**config.mk**
```make
export PLATFORM = sky130hd
export DESIGN_NAME = vga_timing_gen_flat
export DESIGN_NICKNAME = d
export VERILOG_FILES = /design/src/rtl/vga_timing_gen_if.sv /design/src/rtl/vga_timing_gen.sv /design/src/flat_wrapper.sv
export SDC_FILE = /design/constraint.sdc
export NUM_CORES = 1
export LEC_CHECK = 0
export BUFFER_PORTS_ARGS = -buffer_cell sky130_fd_sc_hd__buf_2
export CORE_MARGIN = 2
export CORE_UTILIZATION = 50
export CTS_BUF_LIST = sky130_fd_sc_hd__clkbuf_2 sky130_fd_sc_hd__clkbuf_4 sky130_fd_sc_hd__clkbuf_8
export CTS_CLUSTER_DIAMETER = 40
export CTS_CLUSTER_SIZE = 8
export DETAILED_ROUTE_END_ITERATION = 10
export PLACE_DENSITY = 0.8
export SLEW_MARGIN = 40
export SYNTH_ARGS = -nofsm -noshare
export SYNTH_HDL_FRONTEND = slang
export SYNTH_SLANG_ARGS = --single-unit
```
**constraint.sdc**
```tcl
create_clock -name CLK_100MHz -period 4.56 [get_ports CLK_100MHz]
set_input_delay 0 -clock CLK_100MHz [delete_from_list [all_inputs] [get_ports CLK_100MHz]]
set_output_delay 0 -clock CLK_100MHz [all_outputs]
set_load 0.02 [all_outputs]
```
**src/rtl/vga_timing_gen_if.sv**
```systemverilog
// Video timing bundle from vga_timing_gen to its consumers.
// Optional frame_cnt exists only when VGA_FRAME_CNT_EN is defined.
interface vga_timing_if #(
  parameter int unsigned CNT_W = 10
);
  logic             p_tick;
  logic             hsync;
  logic             vsync;
  logic             video_on;
  logic [CNT_W-1:0] pixel_x;
  logic [CNT_W-1:0] pixel_y;
  logic             line_end;
  logic             frame_end;
`ifdef VGA_FRAME_CNT_EN
  logic [15:0]      frame_cnt;
`endif

  modport master (
    output p_tick, hsync, vsync, video_on, pixel_x, pixel_y, line_end, frame_end
`ifdef VGA_FRAME_CNT_EN
    , output frame_cnt
`endif
  );

  modport slave (
    input p_tick, hsync, vsync, video_on, pixel_x, pixel_y, line_end, frame_end
`ifdef VGA_FRAME_CNT_EN
    , input frame_cnt
`endif
  );
endinterface

```
**src/rtl/vga_timing_gen.sv**
```systemverilog
// Parametrised VGA/SVGA timing generator with pixel-clock enable and registered syncs.
// Define VGA_FRAME_CNT_EN to add the 16-bit wrapping frame counter output.
module vga_timing_gen #(
  parameter int unsigned CLK_DIV   = 4,
  parameter int unsigned H_DISPLAY = 640,
  parameter int unsigned H_FRONT   = 16,
  parameter int unsigned H_SYNC    = 96,
  parameter int unsigned H_BACK    = 48,
  parameter int unsigned V_DISPLAY = 480,
  parameter int unsigned V_FRONT   = 10,
  parameter int unsigned V_SYNC    = 2,
  parameter int unsigned V_BACK    = 33,
  parameter bit          HS_POL    = 1'b0,
  parameter bit          VS_POL    = 1'b0,
  parameter int unsigned CNT_W     = 10
) (
  input  logic         CLK_100MHz,
  input  logic         reset,
  vga_timing_if.master vga
);

  localparam int unsigned H_TOTAL  = H_DISPLAY + H_FRONT + H_SYNC + H_BACK;
  localparam int unsigned V_TOTAL  = V_DISPLAY + V_FRONT + V_SYNC + V_BACK;
  localparam int unsigned HS_START = H_DISPLAY + H_FRONT;
  localparam int unsigned VS_START = V_DISPLAY + V_FRONT;
  localparam int unsigned DIV_W    = (CLK_DIV > 1) ? $clog2(CLK_DIV) : 1;

  localparam logic [DIV_W-1:0] DIV_LAST = DIV_W'(CLK_DIV - 1);
  localparam logic [CNT_W-1:0] H_LAST   = CNT_W'(H_TOTAL - 1);
  localparam logic [CNT_W-1:0] V_LAST   = CNT_W'(V_TOTAL - 1);
  localparam logic [CNT_W-1:0] H_DISP_C = CNT_W'(H_DISPLAY);
  localparam logic [CNT_W-1:0] V_DISP_C = CNT_W'(V_DISPLAY);
  localparam logic [CNT_W-1:0] HS_FIRST = CNT_W'(HS_START);
  localparam logic [CNT_W-1:0] HS_LAST  = CNT_W'(HS_START + H_SYNC - 1);
  localparam logic [CNT_W-1:0] VS_FIRST = CNT_W'(VS_START);
  localparam logic [CNT_W-1:0] VS_LAST  = CNT_W'(VS_START + V_SYNC - 1);

  if (CLK_DIV < 1) begin : g_bad_div
    $error("CLK_DIV must be at least 1");
  end
  if ((64'd1 << CNT_W) < 64'(H_TOTAL) || (64'd1 << CNT_W) < 64'(V_TOTAL)) begin : g_bad_width
    $error("CNT_W too narrow for H_TOTAL/V_TOTAL");
  end
  if (H_SYNC < 1 || V_SYNC < 1) begin : g_bad_sync
    $error("H_SYNC and V_SYNC must be at least 1");
  end

  logic [DIV_W-1:0] div_q, div_d;
  logic [CNT_W-1:0] x_q, x_d;
  logic [CNT_W-1:0] y_q, y_d;
  logic             hsync_q, vsync_q;
  logic             p_tick, hs_act_d, vs_act_d;
  logic             line_end, frame_end;

  always_comb begin
    p_tick = (div_q == DIV_LAST);
    div_d  = p_tick ? '0 : div_q + 1'b1;
    x_d    = x_q;
    y_d    = y_q;
    if (p_tick) begin
      if (x_q == H_LAST) begin
        x_d = '0;
        y_d = (y_q == V_LAST) ? '0 : y_q + 1'b1;
      end else begin
        x_d = x_q + 1'b1;
      end
    end
    // Decode the next counter values so the sync registers line up with the counters.
    hs_act_d  = (x_d >= HS_FIRST) && (x_d <= HS_LAST);
    vs_act_d  = (y_d >= VS_FIRST) && (y_d <= VS_LAST);
    line_end  = p_tick && (x_q == H_LAST);
    frame_end = line_end && (y_q == V_LAST);
  end

`ifdef VGA_FRAME_CNT_EN
  logic [15:0] frame_cnt_q;
  assign vga.frame_cnt = frame_cnt_q;
`endif

  always_ff @(posedge CLK_100MHz or posedge reset) begin
    if (reset) begin
      div_q   <= '0;
      x_q     <= '0;
      y_q     <= '0;
      hsync_q <= ~HS_POL;
      vsync_q <= ~VS_POL;
`ifdef VGA_FRAME_CNT_EN
      frame_cnt_q <= '0;
`endif
    end else begin
      div_q <= div_d;
      x_q   <= x_d;
      y_q   <= y_d;
      if (p_tick) begin
        hsync_q <= hs_act_d ? HS_POL : ~HS_POL;
        vsync_q <= vs_act_d ? VS_POL : ~VS_POL;
      end
`ifdef VGA_FRAME_CNT_EN
      if (frame_end) frame_cnt_q <= frame_cnt_q + 16'd1;
`endif
    end
  end

  assign vga.p_tick    = p_tick;
  assign vga.hsync     = hsync_q;
  assign vga.vsync     = vsync_q;
  assign vga.video_on  = (x_q < H_DISP_C) && (y_q < V_DISP_C);
  assign vga.pixel_x   = x_q;
  assign vga.pixel_y   = y_q;
  assign vga.line_end  = line_end;
  assign vga.frame_end = frame_end;

endmodule

```
**src/flat_wrapper.sv**
```systemverilog
// flat-port wrapper written by rule: the top's interface ports become plain ports
module vga_timing_gen_flat 
#(
  parameter int unsigned CLK_DIV   = 4,
  parameter int unsigned H_DISPLAY = 640,
  parameter int unsigned H_FRONT   = 16,
  parameter int unsigned H_SYNC    = 96,
  parameter int unsigned H_BACK    = 48,
  parameter int unsigned V_DISPLAY = 480,
  parameter int unsigned V_FRONT   = 10,
  parameter int unsigned V_SYNC    = 2,
  parameter int unsigned V_BACK    = 33,
  parameter bit          HS_POL    = 1'b0,
  parameter bit          VS_POL    = 1'b0,
  parameter int unsigned CNT_W     = 10
)
  (CLK_100MHz, reset, vga_p_tick, vga_hsync, vga_vsync, vga_video_on, vga_pixel_x, vga_pixel_y, vga_line_end, vga_frame_end);
  vga_timing_if #(.CNT_W(CNT_W)) vga_i ();
  input  logic CLK_100MHz;
  input  logic reset;
  output wire logic [$bits(vga_i.p_tick)-1:0] vga_p_tick;
  output wire logic [$bits(vga_i.hsync)-1:0] vga_hsync;
  output wire logic [$bits(vga_i.vsync)-1:0] vga_vsync;
  output wire logic [$bits(vga_i.video_on)-1:0] vga_video_on;
  output wire logic [$bits(vga_i.pixel_x)-1:0] vga_pixel_x;
  output wire logic [$bits(vga_i.pixel_y)-1:0] vga_pixel_y;
  output wire logic [$bits(vga_i.line_end)-1:0] vga_line_end;
  output wire logic [$bits(vga_i.frame_end)-1:0] vga_frame_end;
  assign vga_p_tick = vga_i.p_tick;
  assign vga_hsync = vga_i.hsync;
  assign vga_vsync = vga_i.vsync;
  assign vga_video_on = vga_i.video_on;
  assign vga_pixel_x = vga_i.pixel_x;
  assign vga_pixel_y = vga_i.pixel_y;
  assign vga_line_end = vga_i.line_end;
  assign vga_frame_end = vga_i.frame_end;
  vga_timing_gen #(.CLK_DIV(CLK_DIV), .H_DISPLAY(H_DISPLAY), .H_FRONT(H_FRONT), .H_SYNC(H_SYNC), .H_BACK(H_BACK), .V_DISPLAY(V_DISPLAY), .V_FRONT(V_FRONT), .V_SYNC(V_SYNC), .V_BACK(V_BACK), .HS_POL(HS_POL), .VS_POL(VS_POL), .CNT_W(CNT_W)) u_core (.CLK_100MHz(CLK_100MHz), .reset(reset), .vga(vga_i));
endmodule
```
==> results.md <==
- The total power draw is approximately 0.00033 W.
- The final sum of negative setup slack is 0 ns.
- The final setup skew is about 0.011 ns.
- The summed instance area of the synthesized netlist is 1360 sq um.
- In this run the remaining antenna-violating nets after routing total 0.
- In the routed design, unresolved DRC markers number 0.
- The share of synthesized area in the top cell type comes to about two fifths.
- The most frequent cell after synthesis is dfrtp_1.
- The number of unique standard cell types used by synthesis is 43.
- The arrival time reported for the critical path endpoint is around 2.5 ns.
- The number of slew-limit violations in the final report is 0.
- The number of antenna violations at the first check in global routing is 0.
- For this run, the number of Yosys warnings is 0.
- Once routing completed, OpenROAD measured the worst setup slack at between 2 and 2.5 ns.
- The first global-routing pass estimated between 4000 and 5000 microns of wire.
- The number of clock buffers inserted by TritonCTS is 3.
- The number of top-level pins is 28.
- The vertical die dimension is 56.1 microns.
- The detailed router finished its first iteration with 36 violations.
- The later pin in the worst-skew pair is clocked with a latency of around 0.32 ns.
- The transition at the pin with the smallest max-transition slack is roughly 0.5 ns.
- The net count of the mapped netlist is around 140.
- The biggest area contributor in the post-synthesis netlist is dfrtp_1.
- The post-synthesis sequential element count is 24.
- Global routing consumed, over all layers together, between 10% and 20% of the routing resources.
- The cell depth of the worst flop-to-flop path is 6.
- Before CTS, the worst setup slack after placement is approximately 2.4 ns.
- Counting along the longest clock path gives a buffer depth of 2.
- The count of flip-flops with a built-in enable after synthesis is 0.
- The total count of hold-check failures in the final report came to 0.
- By startpoint and endpoint, the worst setup path is classified as register to register.
- After detailed routing, the number of vias per cell comes to roughly 6.
- The data required time at the worst endpoint is ~4.8 ns.
- CTS built an H-tree with a depth of 1.
- After detailed routing, the average wire length per cell comes to roughly 15 microns.
- The worst path uses between 40% and 50% of the clock period.
- The nature of the critical path endpoint is a register.
- The effective utilization at floorplan is a little over half.
- The total number of clock tree sinks is 24.
- The pre-antenna-repair detailed-routing pass consisted of 4 iterations.
- In the synthesized netlist, the cells that appear most often are dfrtp_1, nor2_1, nand2_1, nand4_1.
- The antenna diode instance count is 0.
- The setup check on the worst reg-to-reg path leaves a slack of roughly 2.4 ns.
- The overall overflow remaining after global route is 0.
- The endpoint identified for the worst register-to-register timing path is u_core.vga.hsync$_DFFE_PP1P_.
- Cells fill 61.1% of the core in the end.
- The net count of the finished layout is between 150 and 200.
- The gate count of the mapped netlist is approximately 130.
- The fraction of final layout cells sized beyond drive strength 1 is 28.9%.
- The count of instances resized after the clock tree is built is 0.
- The maximum vdd drop is between 0.0002 and 0.00025 V.
- The routed design has about 2900 microns of wire.
- Headroom to the max-slew limit came out at between 60% and 70%.
- Setup violations remaining at the end of the flow were counted as 0.
- The analysis attributes to cell leakage a power of around 0.76 nW.
- The worst setup path is launched from a register.
- After clock tree synthesis, the clock-pin slew on the worst setup and hold paths is 0.14 ns.
- Sorting the synthesized cells by area gives the leading types as dfrtp_1, xor2_1, nand4_1, dfstp_2, ha_1.
- Routability-driven placement finished with a final weighted congestion of 0.862.
- The number of port buffers is 27.
- The total number of placement rows is 18.
- The cell at the root of the clock tree is clkbuf_4.
- Dividing the synthesized area by the synthesized cell count gives between 10 and 15 sq um.
- The beginning of the worst register-to-register path is u_core.div_q[0]$_DFF_PP0_.
- The overall die area is 3140 sq um.
- The maximum number of pins on one net before global-route repair is 25.
- The class of the tightest hold or removal check is input pin to async pin.
- Along the worst path, the maximum fanout reaches 12.
- In this run the horizontal extent of the chip is between 50 and 60 microns.
- Static timing analysis puts the maximum clock frequency at about 460 MHz.
- The wire-length estimate of the detail-placed layout is between 2000 and 2500 microns.
- The count of max-cap constraint violations is 0.
- Setup repair after global routing left no endpoint under its margin.
- The async set-reset flop share out of synthesis is 100%.
- The number of global-route vias before repair is 1082.
- The time the worst path needs with I/O delays and setup is between 2 and 2.5 ns.
- The flip-flop cell with the highest count after synthesis is dfrtp_1.
- The synthesis-to-layout area growth is 13.7%.
- For this block, the via count after detailed routing is approximately 1100.
- Dividing total power by cell area gives a power density of about 220 nW/um^2.
- The flow ran to the end, and the final reports show no timing, DRC or antenna violations.
- The TritonCTS clock tree is built.
- The sequential-to-total area share from yosys stat is between 40 and 50%.
- The area inside the core boundary is between 2000 and 3000 sq um.
[cell usage in the layout, fill, tap and decap left out, drive strengths merged, types with 2 or more instances in the layout]
cell type / synthesis / routed
a21oi: 3 / 3
and3b: 3 / 3
buf: 3 / 27
xor2: 8 / 8
nand3: 4 / 4
nand2: 9 / 9
xnor2: 4 / 4
and3: 3 / 3
nor4b: 2 / 2
clkbuf: 1 / 4
dfstp: 2 / 2
nand4: 11 / 11
inv: 8 / 8
nor3: 5 / 5
nor2: 12 / 12
or3: 2 / 2
o21ai: 8 / 8
dfrtp: 22 / 22
ha: 4 / 4
[cells by family after synthesis]
family | share of synthesized area (%)
simple gates | 28.6
compound gates | 9.14
fa+ha+maj | 3.69
flops | 44.5
xor+xnor | 7.76
buf+inv | 4.71
mux | 1.57
[metrics by stage]
stage	area [sq um]	instances	hold slack, ns
4_1_cts	1540	189	0.251
3_3_place_gp	1490	184	0.221
3_5_place_dp	1490	184	0.0604
5_1_grt	1540	189	0.303
6_report	1540	189	0.237
2_1_floorplan	1360	131	0.0131
[worst max path at each step]
stage,end,slack [ns],start,cells after the start
floorplan,u_core.vga.hsync$_DFFE_PP1P_,2.70,u_core.vga.pixel_x[0]$_DFF_PP0_,7
global placement,u_core.vga.hsync$_DFFE_PP1P_,2.46,u_core.div_q[0]$_DFF_PP0_,6
detailed placement,u_core.vga.hsync$_DFFE_PP1P_,2.36,u_core.div_q[0]$_DFF_PP0_,6
CTS,u_core.vga.hsync$_DFFE_PP1P_,2.34,u_core.div_q[0]$_DFF_PP0_,6
global route,u_core.vga.hsync$_DFFE_PP1P_,2.18,u_core.div_q[0]$_DFF_PP0_,6
finish,u_core.vga.hsync$_DFFE_PP1P_,2.36,u_core.div_q[0]$_DFF_PP0_,6
[layer usage]
layer | up-vias | share of wire (%) | track usage, %
met5 | - | 0 | 0
met4 | 0 | 1.3 | 6.12
met2 | 34 | 50 | 35.0
met3 | 6 | 4.2 | 3.49
li1 | 534 | - | -
met1 | 555 | 45 | 24.0
[final cells by class]
type	count	area (sq um)
Fill cell	232	982
Multi-Input combinational cell	95	688
Sequential cell	24	603
Timing Repair Buffer	28	145
Tap cell	30	37.5
Clock buffer	4	36.3
Inverter	8	30.0
[flip-flops by register name (all words and copies together) (netlist names)]
name and cells:
u_core.vga.pixel_x 10, u_core.vga.pixel_y 10, u_core.div_q 2, u_core.vga.hsync 1
u_core.vga.vsync 1
[critical path, cell delays in order, from the launching register on]
cell and delay [ns]:
dfrtp_1 0.38, ha_1 0.44, and3_1 0.42, nand3_4 0.18
inv_2 0.21, nor2_1 0.10, o41a_1 0.42
[power breakdown]
part | switching [W] | internal, W | total [W]
combinational | 0.00000422 | 0.000000953 | 0.00000518
sequential | 0 | 0.000213 | 0.000213
clock | 0.0000655 | 0.0000488 | 0.000114
[repair_timing]
| action | in CTS | in global routing |
|---|---|---|
| hold buffers | 1 | 0 |
| endpoints found under the hold margin | 22 | 0 |
| buffers inserted | 0 | 0 |
No activity file was read; power rests on OpenSTA's default activity.
